==> config.mk <==
export PLATFORM = sky130hd
export DESIGN_NAME = seq_det_ctrl
export DESIGN_NICKNAME = d
export VERILOG_FILES = /design/src/rtl/seq_det_ctrl.sv
export SDC_FILE = /design/constraint.sdc
export NUM_CORES = 1
export LEC_CHECK = 0
export CAP_MARGIN = 10
export CORE_AREA = 3 3 77 79
export CTS_CLUSTER_SIZE = 8
export DETAILED_ROUTE_END_ITERATION = 8
export DIE_AREA = 0 0 80 82
export HOLD_SLACK_MARGIN = 0.12
export PLACE_DENSITY = 0.85
export SKIP_CTS_REPAIR_TIMING = 1
export SLEW_MARGIN = 20
export SYNTH_ARGS = -nofsm -noshare
export SYNTH_HDL_FRONTEND = slang
export SYNTH_SLANG_ARGS = --single-unit
==> constraint.sdc <==
create_clock -name clk_i -period 6.33 [get_ports clk_i]
set_input_delay 1.266 -clock clk_i [delete_from_list [all_inputs] [get_ports clk_i]]
set_output_delay 1.266 -clock clk_i [all_outputs]
set_load 0.05 [all_outputs]
==> src/rtl/seq_det_ctrl.sv <==
// rtl/seq_det_ctrl.sv - armable nibble-stream sequence detector controller; optional SEQ_DET_AUTO_DISARM_EN
module seq_det_ctrl #(
    parameter int SEQ_LEN = 4,
    parameter int CNT_W   = 8,
    parameter int TMO_W   = 8
) (
    input  logic             clk_i,
    input  logic             rst_i,
    input  logic             cfg_valid_i,
    output logic             cfg_ready_o,
    input  logic [2:0]       cfg_idx_i,
    input  logic [3:0]       cfg_data_i,
    input  logic             arm_i,
    input  logic             disarm_i,
    input  logic [TMO_W-1:0] timeout_i,
    input  logic             data_valid_i,
    input  logic [3:0]       data_i,
    output logic             found_o,
    output logic             timeout_o,
    output logic             busy_o,
    output logic [1:0]       state_o,
    output logic [CNT_W-1:0] match_cnt_o
);

    typedef enum logic [1:0] {
        IDLE  = 2'd0,
        ARMED = 2'd1,
        TRACK = 2'd2
    } state_t;

    localparam logic [2:0] LAST_PTR  = 3'(SEQ_LEN - 1);
    localparam logic [3:0] SEQ_LEN_N = 4'(SEQ_LEN);

`ifdef SEQ_DET_AUTO_DISARM_EN
    // a completed match hands control back to software, which must re-arm
    localparam state_t MATCH_STATE = IDLE;
`else
    // detection continues seamlessly after a completed match
    localparam state_t MATCH_STATE = ARMED;
`endif

    state_t           state;
    state_t           state_next;
    logic [2:0]       ptr;
    logic [2:0]       ptr_next;
    logic [TMO_W-1:0] idle;
    logic [TMO_W-1:0] idle_next;
    logic [TMO_W-1:0] idle_inc;
    logic [3:0]       pat [8];
    logic             match_evt;
    logic             tmo_evt;
    logic             cfg_write;

    // the idle counter sticks at all-ones rather than wrapping back under timeout_i
    assign idle_inc  = (&idle) ? idle : idle + 1'b1;
    assign cfg_write = cfg_valid_i && cfg_ready_o;

    // state register together with the match pointer and idle counter it owns
    always_ff @(posedge clk_i) begin
        if (rst_i) begin
            state <= IDLE;
            ptr   <= 3'd0;
            idle  <= '0;
        end else begin
            state <= state_next;
            ptr   <= ptr_next;
            idle  <= idle_next;
        end
    end

    // next-state logic: disarm first, then per-state element and timeout handling
    always_comb begin
        state_next = state;
        ptr_next   = ptr;
        idle_next  = idle;
        match_evt  = 1'b0;
        tmo_evt    = 1'b0;
        if (disarm_i) begin
            state_next = IDLE;
            ptr_next   = 3'd0;
            idle_next  = '0;
        end else begin
            case (state)
                IDLE: begin
                    ptr_next  = 3'd0;
                    idle_next = '0;
                    if (arm_i) begin
                        state_next = ARMED;
                    end
                end
                ARMED: begin
                    idle_next = '0;
                    if (data_valid_i && (data_i == pat[0])) begin
                        if (SEQ_LEN == 1) begin
                            match_evt  = 1'b1;
                            state_next = MATCH_STATE;
                        end else begin
                            ptr_next   = 3'd1;
                            state_next = TRACK;
                        end
                    end
                end
                TRACK: begin
                    if (data_valid_i) begin
                        idle_next = '0;
                        if (data_i == pat[ptr]) begin
                            if (ptr == LAST_PTR) begin
                                match_evt  = 1'b1;
                                ptr_next   = 3'd0;
                                state_next = MATCH_STATE;
                            end else begin
                                ptr_next = ptr + 3'd1;
                            end
                        end else if (data_i == pat[0]) begin
                            ptr_next = 3'd1;
                        end else begin
                            ptr_next   = 3'd0;
                            state_next = ARMED;
                        end
                    end else if ((timeout_i != '0) && (idle_inc == timeout_i)) begin
                        tmo_evt    = 1'b1;
                        ptr_next   = 3'd0;
                        idle_next  = '0;
                        state_next = ARMED;
                    end else begin
                        idle_next = idle_inc;
                    end
                end
                default: begin
                    state_next = IDLE;
                    ptr_next   = 3'd0;
                    idle_next  = '0;
                end
            endcase
        end
    end

    // state-decoded outputs
    always_comb begin
        cfg_ready_o = (state == IDLE);
        busy_o      = (state == ARMED) || (state == TRACK);
        state_o     = state;
    end

    // pattern store; writes to slots beyond the pattern length complete but are dropped
    always_ff @(posedge clk_i) begin
        if (rst_i) begin
            pat[0] <= 4'd1;
            pat[1] <= 4'd0;
            pat[2] <= 4'd2;
            pat[3] <= 4'd4;
            for (int i = 4; i < 8; i++) begin
                pat[i] <= 4'd0;
            end
        end else if (cfg_write && ({1'b0, cfg_idx_i} < SEQ_LEN_N)) begin
            pat[cfg_idx_i] <= cfg_data_i;
        end
    end

    // registered event pulses and saturating match statistics
    always_ff @(posedge clk_i) begin
        if (rst_i) begin
            found_o     <= 1'b0;
            timeout_o   <= 1'b0;
            match_cnt_o <= '0;
        end else begin
            found_o   <= match_evt;
            timeout_o <= tmo_evt;
            if (match_evt && !(&match_cnt_o)) begin
                match_cnt_o <= match_cnt_o + 1'b1;
            end
        end
    end

endmodule

==> results.toml, run 1 <==
[synth]
synth.top_cell.area_share = 0.304
synth_top_family_by_area = "simple AND/OR/NAND/NOR gates"
ys_seq_elements = 58
synth-adder-area-share = 0.0317
area_fraction_in_and_or_nand_and_nor_cells_after_synthesis = 0.217
post_synth.cell_area_avg_sq_um = 10.9
synthCells = 289
synthDistinctLibCells = 58
syn-cell-area_sq_um = 3160
synth_xor_area_frac = 0.0404
synth.yosys.seq_area_share = 0.469
synth_compound_gate_area_share = 0.0947
ys_async_sr_fraction = 0
yosys_warnings = 0
synthTopCellsByArea = "edfxtp_1, dfxtp_1, mux2i_1, ha_1, nor2_1"
synth_enable_flop_cells = 32
ys.flop_type = "edfxtp_1"
post-synth-top-area-cell = "edfxtp_1"
synth.mux.area_fraction = 0.107

[timing]
fin_crit_sh = 0.522
maxSlewHeadroom = 0.505
setup_tns_ns = 0
rsz_0062_raised_after_global_routing = "no"
max_freq_mhz = 302
timing_worst_slew_pin_value_ns = 0.742
hold-worst-slack_ns = 0.504
final_max_slew_viol_count = 0
setup_viol = 0
finalClockSkew_ns = 0.0106
hold_violation_count_in_the_final_report = 0
worst_slack_ns = 3.02
fin_crit_ns = 3.31

[finish]
final_nets = 373
post_route_cells_drive_above_1_share = 0.0928
final_util = 0.709
antenna_cells_inserted = 0
finalNonFillerCells = 417
flow.area_growth_from_synthesis_pct = 21.4
fin_area_sq_um = 3830

[grt]
gr-usage-all-layers = 0.213
globalRouteOverflowTotal = 0
grtUsageMet3 = 0.0450
largest_net_degree_at_the_start_of_global_routing = 37
first_global_vias = 2338
antenna_violations_before_repair = 0
globalRoute.busiestLayer = "met2"
grt_first_pass_wirelength_um = 10600
grt_use_met1 = 0.252
grtUsageMet2 = 0.359

[placement]
placement.io_buffers = 38
placed_cell_area_sq_um = 3610
placed_cells = 401
place_hpwl_um = 4610
post_placement_setup_slack_ns = 2.72
gp_congestion = 0.930

[die]
floorplan.initialDensity = 0.584
fp-row-count = 27
design.portCount = 39
placeableCoreArea_sq_um = 5410
die-area_sq_um = 6560
die-width_um = 80
fp.dieH_um = 82

[setup_path]
crit_path_cell_trace = "clkdlybuf4s50_1 > o22ai_1 > a221o_1 > nor4_1 > a41oi_2 > nor3_2 > mux2i_1"
critical_path.n_buffers_inverters = 1
destination_of_the_critical_timing_path = "state_o[1]"
worst_path_largest_cell_delay_ns = 0.56
cp.arrival_ns = 3.58
critical_path_depth = 7
slowest_stage_cell_cp = "clkdlybuf4s50_1"
path_delay_family = "simple AND/OR/NAND/NOR gates"
endpoint_of_the_worst_register_to_register_path = "match_cnt_o[5]"
worstPathRequired_ns = 6.61
critical_path.max_fanout = 5
criticalPathCategory = "input pin to flip-flop"
worst_r2r_path_depth = 7
crit_path_end_kind = "flip-flop"
crit_path_start_kind = "input pin"
crit_path_start = "timeout_i[1]"
setup_slack_reg_to_reg_ns = 3.16

[route]
routedWlPerCell_um = 15.2
routed_antenna_nets = 0
detail_route.vias_per_cell = 5.71
detailedRoute.firstIterationViolations = 125
dr_total_vias = 2383
drt-pass1-iter-count = 4
route.detailed.drc = 0
totalWireLength_um = 6360

[pwr]
total_power_divided_by_cell_area_nw_per_um2 = 227
seq_power_share = 0.478
p_switching_mw = 0.193
max_rail_drop_vdd_mv = 0.131
post-layout-total-power_mw = 0.870
power_frac_comb = 0.086
netSwitchingFraction = 0.222
power.internal_mw = 0.677
leakage_nw = 1.34
pwr-share-clk = 0.436

[clocking]
path_clk_slew_ns = 0.07
cts_tree = "done"
cts_max_level = 3
cts_num_sinks = 58
clock-root-buffer = "clkbuf_8"
cts-root-to-sink-buffers = 2
clock_latency_ns = 0.34
cts_made_buffers = 9

[job]
timing.max_cap.violations = 0

[run_status]
status = "finished, final reports clean"

[worst_hold_path]
min_path_type = "flip-flop to flip-flop"
==> area by class of cell <==
type | count | area [sq um]
inverter | 12 | 45.0
sequential | 58 | 1480
clock buffer | 12 | 145
tap | 72 | 90.1
fill | 410 | 1570
multi-input combinational | 220 | 1610
clock inverter | 4 | 73.8
timing repair buffer | 39 | 388
==> flip-flops by register name, indices dropped and copies added (netlist names), named ones only <==
| register | cells |
|---|---|
| pat | 32 |
| idle | 8 |
| match_cnt_o | 8 |
| ptr | 3 |
| state_o | 2 |
| found_o | 1 |
| timeout_o | 1 |
==> power by group through the flow <==
stage,clock (mW),combinational [mW],sequential [mW]
after global routing,0.402,0.0809,0.417
after CTS,0.386,0.0747,0.416
final,0.380,0.0748,0.416
after floorplan,0,0.0410,0.424
after detailed placement,0,0.0740,0.424
after global placement,0,0.0729,0.423
==> cell families after synthesis <==
kind of cell	after synthesis
muxes	28
buffers and inverters	26
and+or+nand+nor	115
other	1
DFF	58
AOI/OAI and AO/OA	41
adders and majority gates	8
xor gates and xnor gates	12
==> synthesized netlist by cell type (all sizes together) (2+ instances only) <==
cell type / n
clkbuf: 6
edfxtp: 32
a21o: 4
nand2: 13
o211ai: 3
mux4: 4
and4: 3
nand4: 6
nor3b: 2
dfxtp: 26
o21ai: 3
xnor2: 4
nand2b: 3
nand3: 10
o21bai: 2
and3: 7
a21oi: 10
ha: 8
mux2i: 21
buf: 8
or2: 4
inv: 12
nor2b: 8
nor2: 21
nand4b: 2
nor3: 10
mux2: 3
a211oi: 6
and2: 9
a41oi: 2
xor2: 8
or4b: 2
nor4: 9
nor4b: 3
a31oi: 2
==> how the worst min path moves through the flow <==
| stage | depth (start not counted) | endpoint | slack [ns] | start |
|---|---|---|---|---|
| after detailed placement | 1 | ptr[2] | 0.49 | ptr[2] |
| after floorplan | 1 | flip-flop | 0.46 | ptr[2] |
| after global routing | 1 | ptr[2] | 0.54 | ptr[2] |
| after global placement | 1 | ptr[2] | 0.48 | ptr[2] |
| final | 1 | flip-flop | 0.50 | ptr[2] |
| after CTS | 1 | ptr[2] | 0.50 | ptr[2] |
==> layer usage <==
| layer | wire length [um] | vias up |
|---|---|---|
| met5 | 0 | - |
| met4 | 161 | 0 |
| met3 | 325 | 15 |
| met2 | 3180 | 74 |
| met1 | 2690 | 1128 |
| li1 | - | 1166 |
==> cell usage in the layout (no fill, tap or decap), types with 3 or more instances in the layout <==
master and instances:
nor2b_1 8, o21ai_0 3, nand2_1 13, mux2i_1 21, a211oi_1 5, nand3_1 10, and3_1 7, nor3_1 9
dfxtp_1 26, or2_2 4, xnor2_1 4, conb_1 16, nor2_1 21, mux4_2 3, edfxtp_1 32, clkdlybuf4s50_1 38
nand2b_1 3, xor2_1 5, a21oi_1 10, xor2_2 3, nor4b_1 3, inv_1 12, nor4_1 8, clkbuf_8 10
a21o_1 4, and2_1 9, ha_1 8, nand4_1 5, o211ai_1 3, and4_1 3
Power figures use the tool's default switching activity.
==> inputs of run 2 (changes only) <==
CORE_AREA = 3 3 84 86   (was 3 3 77 79)
DIE_AREA = 0 0 87 89   (was 0 0 80 82)
PLACE_DENSITY = 0.76   (was 0.85)
clock period = 2.7 ns   (was 6.33 ns; I/O delays follow)
==> results.toml, run 2 (synthesized netlist as in run 1, its figures left out) <==
[run_status]
status = "finished, final reports clean"

[setup_path]
critical_path.max_fanout = 6
criticalPathCategory = "flip-flop to flip-flop"
worstPathRequired_ns = 2.91
worst_path_largest_cell_delay_ns = 0.50
worstReg2RegStart = "idle[0]"
crit_path_start_kind = "flip-flop"
cp.arrival_ns = 2.77
crit_path_cell_trace = "ha_2 > and3_1 > a31oi_1 > or4b_1 > a211oi_2 > a41oi_2 > buf_4 > mux2i_1 > nor3_1"
slowest_stage_cell_cp = "or4b_1"
setup_slack_reg_to_reg_ns = 0.14
crit_path_start = "idle[0]"
crit_path_end_kind = "flip-flop"
worst_r2r_path_depth = 9

[timing]
fin_crit_sh = 0.948
setup_viol = 0
hold_violation_count_in_the_final_report = 0
finalClockSkew_ns = 0.00727
final_max_slew_viol_count = 0
rsz_0062_raised_after_global_routing = "no"
maxSlewHeadroom = 0.663
fin_crit_ns = 2.56
hold-worst-slack_ns = 0.475
max_freq_mhz = 391
timing_worst_slew_pin_value_ns = 0.505

[pwr]
netSwitchingFraction = 0.209
power_frac_comb = 0.094
power.internal_mw = 1.66
post-layout-total-power_mw = 2.10
leakage_nw = 1.50
max_rail_drop_vdd_mv = 0.399
seq_power_share = 0.465
total_power_divided_by_cell_area_nw_per_um2 = 511
pwr-share-clk = 0.441
p_switching_mw = 0.438

[worst_hold_path]
min_path_type = "flip-flop to flip-flop"
min_from = "ptr[2]"

[grt]
largest_net_degree_at_the_start_of_global_routing = 36
antenna_violations_before_repair = 0
grt_first_pass_wirelength_um = 11400
gr-usage-all-layers = 0.191
globalRouteOverflowTotal = 0
first_global_vias = 2444

[route]
totalWireLength_um = 6820
detailroute.wirelength.met3_um = 324
route.top_layer_used = "met4"
met2_wirelength_um = 3510
drt-pass1-iter-count = 4
route.detailed.drc = 0
dr_total_vias = 2497
detailedRoute.firstIterationViolations = 113
detailed_route_wire_length_on_metal_1_um = 2940
routedWlPerCell_um = 15.1
detail_route.vias_per_cell = 5.54
routed_antenna_nets = 0

[placement]
placed_cell_area_sq_um = 3840
placed_cells = 434
gp_congestion = 0.869
place_hpwl_um = 5010
placement.io_buffers = 38

[die]
die-width_um = 87
floorplan.initialDensity = 0.497
design.portCount = 39
fp.dieH_um = 89
fp-row-count = 29
placeableCoreArea_sq_um = 6350
die-area_sq_um = 7740

[finish]
most_common_library_cell_in_the_layout_ignoring_fill_and_taps = "clkdlybuf4s50_1"
largest_register = "pat"
final_util = 0.646
area_taken_by_multi_input_logic_gates_sq_um = 1630
finalNonFillerCells = 451
filler_cell_count = 507
number_of_flip_flops_in_the_largest_register = 32
post_route_cells_drive_above_1_share = 0.182
fin_area_sq_um = 4100
antenna_cells_inserted = 0
layout_top_registers = "pat (32), idle (8), match_cnt_o (8)"
flow.area_growth_from_synthesis_pct = 30.0
flip_flop_and_latch_area_sq_um = 1490
final_nets = 402
most_used_cells_in_the_layout_excluding_fill_and_tap_cells = "clkdlybuf4s50_1, edfxtp_1, buf_4"

[clocking]
cts-root-to-sink-buffers = 2
cts_tree = "done"
cts_made_buffers = 9
cts_max_level = 3
path_clk_slew_ns = 0.06
cts_num_sinks = 58
clock-root-buffer = "clkbuf_8"
clock_latency_ns = 0.33

[job]
timing.max_cap.violations = 0
run 2: cell count changes in the layout (fill, tap and decap cells not counted), moves of 2 or more:
cell,change
clkinv_1,+2
buf_4,+28
dfxtp_1,-3
clkinv_2,+2
dfxtp_2,+3
clkbuf_1,-2
run 2: critical path, delay by kind of cell (launching register included):
| family | cells | cell delay [ns] |
|---|---|---|
| mux | 1 | 0.11 |
| fa+ha+maj | 1 | 0.24 |
| simple gates | 3 | 0.94 |
| buf+inv | 1 | 0.19 |
| flops | 1 | 0.34 |
| compound gates | 3 | 0.63 |
run 2: area by class of cell:
class                      count  area share
multi-input combinational    220       0.396
clock inverter                 7      0.0262
sequential                    58       0.362
inverter                      12      0.0110
clock buffer                   9      0.0302
timing repair buffer          68       0.151
tap                           77      0.0235
run 2: power by group through the flow:
stage | clock network [mW] | registers [mW] | logic [mW]
2_1_floorplan | 0 | 0.995 | 0.0961
3_3_place_gp | 0 | 0.993 | 0.188
3_5_place_dp | 0 | 0.994 | 0.191
4_1_cts | 0.942 | 0.975 | 0.195
5_1_grt | 0.991 | 0.977 | 0.214
6_report | 0.924 | 0.975 | 0.197
run 2: routing by layer:
layer / vias to the layer above / track usage
li1: 1217 / -
met1: 1201 / 0.232
met2: 73 / 0.334
met3: 6 / 0.0452
met4: 0 / 0.0652
met5: - / 0
run 2: worst min path at each step:
stage | endpoint | slack (ns) | depth (start not counted)
floorplan | flip-flop | 0.46 | 1
global placement | ptr[2] | 0.48 | 1
detailed placement | ptr[2] | 0.47 | 1
CTS | flip-flop | 0.48 | 1
global route | flip-flop | 0.50 | 1
finish | flip-flop | 0.47 | 1
run 2: stage by stage:
| stage | setup WS [ns] | setup TNS, ns |
|---|---|---|
| after floorplan | 0.101 | 0 |
| after global placement | -0.00713 | -0.0214 |
| after detailed placement | -0.127 | -0.474 |
| after CTS | -0.0184 | -0.0394 |
| after global routing | 0.00742 | 0 |
| final | 0.141 | 0 |
